===== src/rtl/uart_pkg.sv =====
// Shared UART definitions used by both the TX and RX sides.
//   - FSM state encoding for the serial engines
//   - frame bit count (start + data + stop, parity excluded)
//   - parity helper
package uart_pkg;

  localparam int UART_STATE_W = 3;

  localparam logic [UART_STATE_W-1:0] ST_IDLE   = 3'd0;
  localparam logic [UART_STATE_W-1:0] ST_START  = 3'd1;
  localparam logic [UART_STATE_W-1:0] ST_DATA   = 3'd2;
  localparam logic [UART_STATE_W-1:0] ST_PARITY = 3'd3;
  localparam logic [UART_STATE_W-1:0] ST_STOP   = 3'd4;

  localparam int UART_DATA_BITS  = 8;
  // Start + 8 data + stop; an enabled parity bit adds one more.
  localparam int UART_FRAME_BITS = 10;

  // Even parity is the XOR of the data bits; odd parity is its inverse.
  function automatic logic uart_parity(input logic [7:0] data, input logic odd);
    return (^data) ^ odd;
  endfunction

endpackage


===== src/rtl/uart_tx_fifo.sv =====
// Synchronous TX byte FIFO.
// Ports:
//   clk, rst_n      clock, asynchronous active-low reset
//   push, push_data write strobe and byte; ignored while full
//   pop, pop_data   read strobe; pop_data shows the head entry (show-ahead)
//   full, empty     occupancy flags derived from the registered count
module uart_tx_fifo #(
  parameter int DEPTH = 16,
  parameter int WIDTH = 8
) (
  input  logic             clk,
  input  logic             rst_n,
  input  logic             push,
  input  logic [WIDTH-1:0] push_data,
  input  logic             pop,
  output logic [WIDTH-1:0] pop_data,
  output logic             full,
  output logic             empty
);

  localparam int AW = $clog2(DEPTH);

  logic [WIDTH-1:0] mem [DEPTH];
  logic [AW-1:0]    wr_ptr;
  logic [AW-1:0]    rd_ptr;
  logic [AW:0]      count;
  logic             push_ok;
  logic             pop_ok;

  // Flags come from the registered count, so a push while full is dropped
  // even when a pop happens on the same edge.
  assign full     = (count == (AW+1)'(DEPTH));
  assign empty    = (count == '0);
  assign push_ok  = push && !full;
  assign pop_ok   = pop && !empty;
  assign pop_data = mem[rd_ptr];

  always_ff @(posedge clk) begin
    if (push_ok) begin
      mem[wr_ptr] <= push_data;
    end
  end

  // DEPTH is a power of two, so pointer wrap is the natural overflow.
  always_ff @(posedge clk or negedge rst_n) begin
    if (!rst_n) begin
      wr_ptr <= '0;
      rd_ptr <= '0;
      count  <= '0;
    end else begin
      if (push_ok) wr_ptr <= wr_ptr + AW'(1);
      if (pop_ok)  rd_ptr <= rd_ptr + AW'(1);
      case ({push_ok, pop_ok})
        2'b10:   count <= count + (AW+1)'(1);
        2'b01:   count <= count - (AW+1)'(1);
        default: count <= count;
      endcase
    end
  end

endmodule


===== src/rtl/uart_tx_engine.sv =====
// UART transmitter: byte FIFO feeding a start/data/parity/stop serializer.
// Ports:
//   i_uart_clk, i_uart_rst_n  clock, asynchronous active-low reset
//   i_uart_tx_valid           write strobe for i_uart_tx_pdata
//   i_uart_tx_pdata           byte to transmit
//   o_uart_fifo_full          FIFO holds FIFO_DEPTH bytes
//   o_uart_tx_busy            FSM not idle or FIFO non-empty
//   o_uart_tx_sdata           registered serial line, idle high
//   o_uart_dbg_state          current FSM state (uart_pkg encoding)
//
// Handshake: i_uart_tx_valid / !o_uart_fifo_full act as a valid/ready pair.
// A byte transfers on a rising edge where valid=1 and full=0. Writes seen
// while full are dropped (not stalled); the writer must watch full itself.
module uart_tx_engine
  import uart_pkg::*;
#(
  parameter int FIFO_DEPTH = 16,
  parameter int BAUD_DIV   = 868,
  parameter int PAR_EN     = 1,
  parameter int PAR_TYPE   = 0
) (
  input  logic                    i_uart_clk,
  input  logic                    i_uart_rst_n,
  input  logic                    i_uart_tx_valid,
  input  logic [7:0]              i_uart_tx_pdata,
  output logic                    o_uart_fifo_full,
  output logic                    o_uart_tx_busy,
  output logic                    o_uart_tx_sdata,
  output logic [UART_STATE_W-1:0] o_uart_dbg_state
);

  localparam int              TW        = $clog2(BAUD_DIV);
  localparam logic [TW-1:0]   TIMER_MAX = TW'(BAUD_DIV - 1);

  logic [UART_STATE_W-1:0] state;
  logic [TW-1:0]           bit_timer;
  logic [2:0]              bit_idx;
  logic [7:0]              shift_reg;
  logic                    par_bit;
  logic                    bit_done;
  logic                    pop;
  logic                    fifo_empty;
  logic [7:0]              fifo_rd_data;

  uart_tx_fifo #(
    .DEPTH (FIFO_DEPTH),
    .WIDTH (8)
  ) u_fifo (
    .clk       (i_uart_clk),
    .rst_n     (i_uart_rst_n),
    .push      (i_uart_tx_valid),
    .push_data (i_uart_tx_pdata),
    .pop       (pop),
    .pop_data  (fifo_rd_data),
    .full      (o_uart_fifo_full),
    .empty     (fifo_empty)
  );

  assign bit_done = (bit_timer == TIMER_MAX);

  // Pop when leaving IDLE, or at the end of STOP so frames run back to back.
  assign pop = !fifo_empty &&
               ((state == ST_IDLE) || ((state == ST_STOP) && bit_done));

  assign o_uart_tx_busy   = (state != ST_IDLE) || !fifo_empty;
  assign o_uart_dbg_state = state;

  always_ff @(posedge i_uart_clk or negedge i_uart_rst_n) begin
    if (!i_uart_rst_n) begin
      state           <= ST_IDLE;
      bit_timer       <= '0;
      bit_idx         <= '0;
      shift_reg       <= '0;
      par_bit         <= 1'b0;
      o_uart_tx_sdata <= 1'b1;
    end else begin
      // The line is the registered image of the current state, so it trails
      // the FSM by one clock; every bit still lasts BAUD_DIV clocks.
      case (state)
        ST_START:  o_uart_tx_sdata <= 1'b0;
        ST_DATA:   o_uart_tx_sdata <= shift_reg[0];
        ST_PARITY: o_uart_tx_sdata <= par_bit;
        default:   o_uart_tx_sdata <= 1'b1;
      endcase

      if ((state == ST_IDLE) || bit_done) begin
        bit_timer <= '0;
      end else begin
        bit_timer <= bit_timer + TW'(1);
      end

      // The frame byte lives in shift_reg from the pop onwards, so later
      // FIFO writes cannot disturb it.
      if (pop) begin
        shift_reg <= fifo_rd_data;
        par_bit   <= uart_parity(fifo_rd_data, PAR_TYPE != 0);
      end

      case (state)
        ST_IDLE: begin
          if (!fifo_empty) state <= ST_START;
        end
        ST_START: begin
          if (bit_done) begin
            state   <= ST_DATA;
            bit_idx <= '0;
          end
        end
        ST_DATA: begin
          if (bit_done) begin
            shift_reg <= {1'b0, shift_reg[7:1]};
            bit_idx   <= bit_idx + 3'd1;
            if (bit_idx == 3'd7) begin
              state <= (PAR_EN != 0) ? ST_PARITY : ST_STOP;
            end
          end
        end
        ST_PARITY: begin
          if (bit_done) state <= ST_STOP;
        end
        ST_STOP: begin
          if (bit_done) state <= fifo_empty ? ST_IDLE : ST_START;
        end
        default: state <= ST_IDLE;
      endcase
    end
  end

endmodule


===== config.mk =====
export PLATFORM = sky130hd
export DESIGN_NAME = uart_tx_engine
export DESIGN_NICKNAME = d
export VERILOG_FILES = /design/src/rtl/uart_pkg.sv /design/src/rtl/uart_tx_fifo.sv /design/src/rtl/uart_tx_engine.sv
export SDC_FILE = /design/constraint.sdc
export NUM_CORES = 1
export LEC_CHECK = 0
export ABC_AREA = 0
export CORE_ASPECT_RATIO = 1.4
export CORE_MARGIN = 2
export CORE_UTILIZATION = 55
export CTS_CLUSTER_SIZE = 20
export DETAILED_ROUTE_END_ITERATION = 10
export PLACE_DENSITY = 0.73
export SLEW_MARGIN = 20
export SYNTH_ARGS = -nofsm -noshare
export SYNTH_HDL_FRONTEND = slang
export SYNTH_HIERARCHICAL = 1
export SYNTH_SLANG_ARGS = --single-unit

===== constraint.sdc =====
create_clock -name i_uart_clk -period 4.65 [get_ports i_uart_clk]
set_clock_uncertainty 0.2 [all_clocks]
set_input_delay 0.465 -clock i_uart_clk [delete_from_list [all_inputs] [get_ports i_uart_clk]]
set_output_delay 0.465 -clock i_uart_clk [all_outputs]
set_load 0.005 [all_outputs]

### Word-level counts from Yosys, hierarchy flattened

Memory sizes are Yosys's and may differ from the RTL's.
Index checks and enable logic that the tools add are counted.

| cells by class | value |
|---|---|
| muxes and demuxes | 19 |
| reduce and logical (&&, ||, !) cells | 17 |
| eq/ne operators | 15 |
| $add $sub $neg | 6 |

Operators with widths:

| operator | number |
|---|---|
| 3-bit 2-to-1 mux | 8 |
| 8-bit 2-to-1 mux | 3 |
| 3-bit one-hot mux with 5 select lines | 1 |
| 2-bit != test (second input constant) | 6 |
| 10-bit by 1-bit adder with 10-bit output (second input constant) | 1 |
| 10-bit == test (second input constant) | 1 |
| 10-bit 2-to-1 mux | 1 |
| 5-bit one-hot mux with 2 select lines | 1 |
| 4-bit by 1-bit adder with 4-bit output (second input constant) | 2 |
| 8-bit parity | 1 |
| 3-bit by 2-bit == test with 1-bit output (second input constant) | 2 |
| 3-bit == test (second input constant) | 2 |
| 3-bit one-hot mux with 2 select lines | 1 |
| 6-bit AND reduction | 1 |
| 5-bit by 1-bit adder with 5-bit output (second input constant) | 1 |
| 5-bit == test (second input constant) | 1 |
| 5-bit logical NOT | 1 |
| 5-bit by 1-bit subtractor with 5-bit output (second input constant) | 1 |
| 1-bit logical AND | 4 |
| 2-bit nonzero test | 2 |
| 3-bit by 1-bit adder with 3-bit output (second input constant) | 1 |
| 3-bit by 1-bit == test with 1-bit output (second input constant) | 1 |
| 3-bit logical NOT | 1 |
| 1-bit logical OR | 3 |
| other kinds (7) | 10 |

| storage, ports and cells | value |
|---|---|
| bits of input ports | 11 |
| output and inout port bits | 6 |
| memories kept | 1 |
| bits in writable memories | 128 |
| word-level logic and storage cells | 67 |
| flip-flop bits (word level) | 39 |

Memory list:

| memory | depth | width | rd ports | clocked after Yosys merged registers in | wr ports | RTL line | RTL |
|---|---|---|---|---|---|---|---|
| u_fifo.mem | 16 | 8 | 1 | 0 | 1 | uart_tx_fifo.sv:23 | `logic [WIDTH-1:0] mem [DEPTH];` |

### Depth between registers and ports, before layout

| depth | value |
|---|---|
| depth in word-level cells | 7 |
| mapped depth | 15 |
| depth with buffers taken out | 13 |

### Modules after synthesis

Netlist, hierarchy kept.

Modules (own cells, without submodules):

| module | seq. area each (um^2) | area each (um^2) | times used | cells an instance |
|---|---|---|---|---|
| uart_tx_fifo | 4169.0 | 5779.3 | 1 | 332 |
| uart_tx_engine | 651.9 | 1430.1 | 1 | 147 |

### Worst setup path after synthesis

No wires, ideal clock.

| path | value |
|---|---|
| path kind | flip-flop to flip-flop |
| from | register u_fifo.count[0] |
| to | register u_fifo.count[4] |
| required time | 4327 ps |
| path buffers | 2 |
| setup slack | 1342 ps |
| clock period less this slack | 3308 ps |
| cell stages (with the launch flop) | 16 |
| library setup time | 123 ps |
| arrival | 2986 ps |
| cells stage by stage | dfrtp_1 -> nor4_2 -> and2b_1 -> or3_1 -> clkbuf_1 -> nor2_1 -> nor2b_1 -> buf_2 -> ha_1 -> inv_1 -> fa_1 -> nor2b_1 -> o21ai_0 -> nand3_1 -> or3b_1 -> xnor2_1 |

| on the way | value |
|---|---|
| word-level cells in the longest chain between the ends | 6 |
| elaborated cells on any way between the ends | 13 |
| those cells by class | add/sub: 2; eq/ne: 3; mux: 1; reduce/logical: 7 |

Ends and longest elaborated chain:

| what | RTL line | RTL |
|---|---|---|
| start, declared | uart_tx_fifo.sv:26 | `logic [AW:0] count;` |
| start signal, assigned | uart_tx_fifo.sv:54 | `2'b10: count <= count + (AW+1)'(1);` |
| start signal, assigned | uart_tx_fifo.sv:55 | `2'b01: count <= count - (AW+1)'(1);` |
| start signal, assigned | uart_tx_fifo.sv:56 | `default: count <= count;` |
| 5-bit logical NOT (*) | uart_tx_fifo.sv:33 | `assign empty = (count == '0);` |
| via fifo_empty | uart_tx_engine.sv:42 | `logic fifo_empty;` |
| 1-bit logical NOT (*) | uart_tx_engine.sv:62 | `assign pop = !fifo_empty &&` |
| 1-bit logical AND (*) | uart_tx_engine.sv:62 |  |
| via pop | uart_tx_engine.sv:41 | `logic pop;` |
| 1-bit logical AND (*) | uart_tx_fifo.sv:35 | `assign pop_ok = pop && !empty;` |
| via u_fifo.pop_ok | uart_tx_fifo.sv:28 | `logic pop_ok;` |
| 2-bit by 1-bit == test with 1-bit output / 2-bit == test (equally long branches) | uart_tx_fifo.sv:53 | `case ({push_ok, pop_ok})` |
| 5-bit one-hot mux with 2 select lines / 2-bit nonzero test (equally long branches) | -- |  |

The timed path passes the listed nets; every way through them passes the cells marked *.
A chain may end at the register's enable or synchronous reset.

### Worst setup path in the final report

| path | value |
|---|---|
| from | register u_fifo.count[0] |
| to | register u_fifo.count[4] |

| on the way | value |
|---|---|
| word-level cells in the longest chain between the ends | 6 |
| elaborated cells on any way between the ends | 13 |
| those cells by class | add/sub: 2; eq/ne: 3; mux: 1; reduce/logical: 7 |

Ends and longest elaborated chain:

| what | RTL line |
|---|---|
| 5-bit logical NOT (*) | uart_tx_fifo.sv:33 |
| via fifo_empty | uart_tx_engine.sv:42 |
| 1-bit logical NOT (*) | uart_tx_engine.sv:62 |
| 1-bit logical AND (*) | uart_tx_engine.sv:62 |
| via pop | uart_tx_engine.sv:41 |
| 1-bit logical AND (*) | uart_tx_fifo.sv:35 |
| 2-bit by 1-bit == test with 1-bit output / 2-bit == test (equally long branches) | uart_tx_fifo.sv:53 |
| 5-bit one-hot mux with 2 select lines / 2-bit nonzero test (equally long branches) | -- |

Marked as above.

==> qor.csv <==
metric,value,unit
run_status,"complete, no violations",
ys.flop_type,edfxtp_1,
antenna_found_initial,0,
power_leakage,2.970,nW
post_cts_buffers,0,
multi_input_area,0.002191,sq mm
yosysTopAreaCell,edfxtp_1,
initial_utilization,56.26,%
ir_worst_vdd,0.0002944,V
grt_util_all_layers,20.02,%
drive_above_1_share,15.59,%
placed_area,0.007473,sq mm
fmax,266.0,MHz
cts_root_buf,clkbuf_16,
vias,4017,
fin_cells,666,
crit_fanout,9,
antennaDiodeCount,0,
drc,0,
final.fill_count,935,
cp-start-kind,register,
min_period,3760,ps
synth_enable_flop_cells,128,
cp.required,4760,ps
cp-end-kind,register,
final_nets,524,
dp_cells,633,
syn2layout_area_growth,12.04,%
final_cell_mix,"128 x edfxtp_1, 37 x dfrtp_1, 35 x nor2_1, 30 x o21ai_0, 25 x mux2i_1",
power.switching,0.9332,mW
critical_path_class,reg2reg,
switching_share,26.24,%
postSynthCellCount,479,
grt_pass1_wl,21.10,mm
hpwlAfterDp,8.854,mm
largest_register_ff_count,128,
drt_first_pass_iters,5,
routed_via_density,6.032,
ys_seq_area_share,66.87,%
ioPinCount,17,
r2r_setup_slack,890,ps
cts_tree,yes,
min_delay_path_depth,1,
fin_util,63.04,%
max_stage_delay,500,ps
routed_wl,12.97,mm
insertion_delay,420,ps
p_seq_share,51.6,%
crit_chain,nor4_2 > and2b_1 > or3_1 > nor2_1 > nor2b_1 > ha_1 > inv_1 > fa_1 > nor2b_1 > o21ai_0 > nand3_1 > or3b_1 > xnor2_1,
grt_pass1_vias,4119,
synth_warnings,6,
numCtsBuffers,17,
synth-async-reset-ratio,23.35,%
gp_congestion,0.8179,
layout_commonest_cell,edfxtp_1,
cts_max_path_buffers,2,
cp_slowest_cell,or3_1,
maxSlewViolCount,0,
power_frac_comb,10.0,%
p_per_area,440.2,mW/mm^2
min_from,u_fifo/count[4]$_DFFE_PN0P_,
path_clk_slew,70,ps
cts.sinks,167,
setup_violations,0,
holdWs,295.2,ps
power_frac_clock,38.4,%
worstMarginPinSlew,1037,ps
syn-num-nets,503,
core_area,0.01281,sq mm
hp-class,reg2reg,
crit_top_cell,nor2b_1,
synth_area,0.007209,sq mm
regArea,0.004822,sq mm
drv_cap,0,
drtAntennaViolNets,0,
final_area,0.008078,sq mm
hold_viol_final,0,
die_h,139.5,um
r2r_start,u_fifo/count[0]$_DFFE_PN0P_,
rsz0062_at_grt,false,
internal_power,2.623,mW
synth_cell_type_count,54,
avgSynthCellArea,15.05,sq um
die_w,100.8,um
clock_tree.htree_level_count,4,
critPathTopFamily,simple AND/OR/NAND/NOR gates,
drt-initial-drc-count,237,
die-area,0.01405,sq mm
hold_path_end,u_fifo/count[4]$_DFFE_PN0P_,
grt_max_degree,40,
r2r-end,u_fifo/count[4]$_DFFE_PN0P_,
hold_buffers,1,
cts_resized,0,
synth.ff_latch_count,167,
r2r_cells,13,
crit_arrival,3870,ps
wl_per_cell,19.47,um
overflow,0,
io_buffers,16,
rows,49,
crit_buf_inv,1,
ys_top_cells_by_area,"edfxtp_1 53%, dfrtp_1 13%, mux4_2 5.0%",
synth_top_area_share,53.31,%
fin_crit_sh,80.86,%
tns,0,ps
slew_headroom,30.64,%
[logic make-up (layout without fill, tap and decap cells)]
group	count (synthesis)	after routing	synth area share, %
xor+xnor	26	26	3.159
buf+inv	34	68	2.742
mux	50	50	9.927
fa+ha+maj	13	13	2.360
compound gates	79	79	7.133
flops	167	167	66.87
simple gates	110	110	7.810
[cells in the mapped netlist, types with 8 or more instances]
library cell  number
inv_1             11
mux2i_1           25
o21ai_0           30
mux2_2             8
ha_1              12
a221oi_1           8
dfrtp_1           38
clkbuf_1           8
nor2_1            35
mux4_2            16
nand2_1           23
a22oi_1            8
nand3_1           18
xnor2_1           19
edfxtp_1         128
a21oi_1           13
[how the worst max path moves through the flow]
| stage | slack [ps] | depth (start not counted) | to | start |
|---|---|---|---|---|
| 6_report | 890 | 13 | u_fifo/count[4]$_DFFE_PN0P_ | u_fifo/count[0]$_DFFE_PN0P_ |
| 5_1_grt | 670 | 13 | u_fifo/count[4]$_DFFE_PN0P_ | u_fifo/count[0]$_DFFE_PN0P_ |
| 4_1_cts | 870 | 13 | u_fifo/count[4]$_DFFE_PN0P_ | u_fifo/count[0]$_DFFE_PN0P_ |
| 3_5_place_dp | 860 | 13 | u_fifo/count[4]$_DFFE_PN0P_ | u_fifo/count[0]$_DFFE_PN0P_ |
| 3_3_place_gp | 980 | 13 | u_fifo/count[4]$_DFFE_PN0P_ | u_fifo/count[0]$_DFFE_PN0P_ |
| 2_1_floorplan | 1340 | 15 | u_fifo/count[4]$_DFFE_PN0P_ | u_fifo/count[0]$_DFFE_PN0P_ |
[routing by layer]
metal	vias up	GRT usage [%]	routed length [um]
met3	22	4.018	485
met2	100	34.63	7074
li1	1866	-	-
met4	0	9.301	368
met1	2029	23.75	5038
met5	-	0	0
[final cells by class]
type	count	area share, %
clock buffer	17	5.266
multi-input combinational	278	27.12
tap	153	2.370
timing repair buffer	25	2.943
clock inverter	15	2.091
sequential	167	59.70
inverter	11	0.5112
[power groups by stage]
stage                     logic [mW]  registers [mW]  clock network, mW
after floorplan                0.260            1.83                  0
after global placement         0.341            1.86                  0
after detailed placement       0.356            1.87                  0
after CTS                      0.361            1.84               1.39
after global routing           0.395            1.85               1.46
final                          0.354            1.84               1.37
[per-stage QoR]
step / power (mW) / setup WS (ps)
5_1_grt: 3.699 / 665.6
2_1_floorplan: 2.092 / 1342
3_5_place_dp: 2.223 / 864.7
6_report: 3.556 / 889.9
3_3_place_gp: 2.197 / 983.3
4_1_cts: 3.590 / 873.1
No activity file was read; power rests on OpenSTA's default activity.
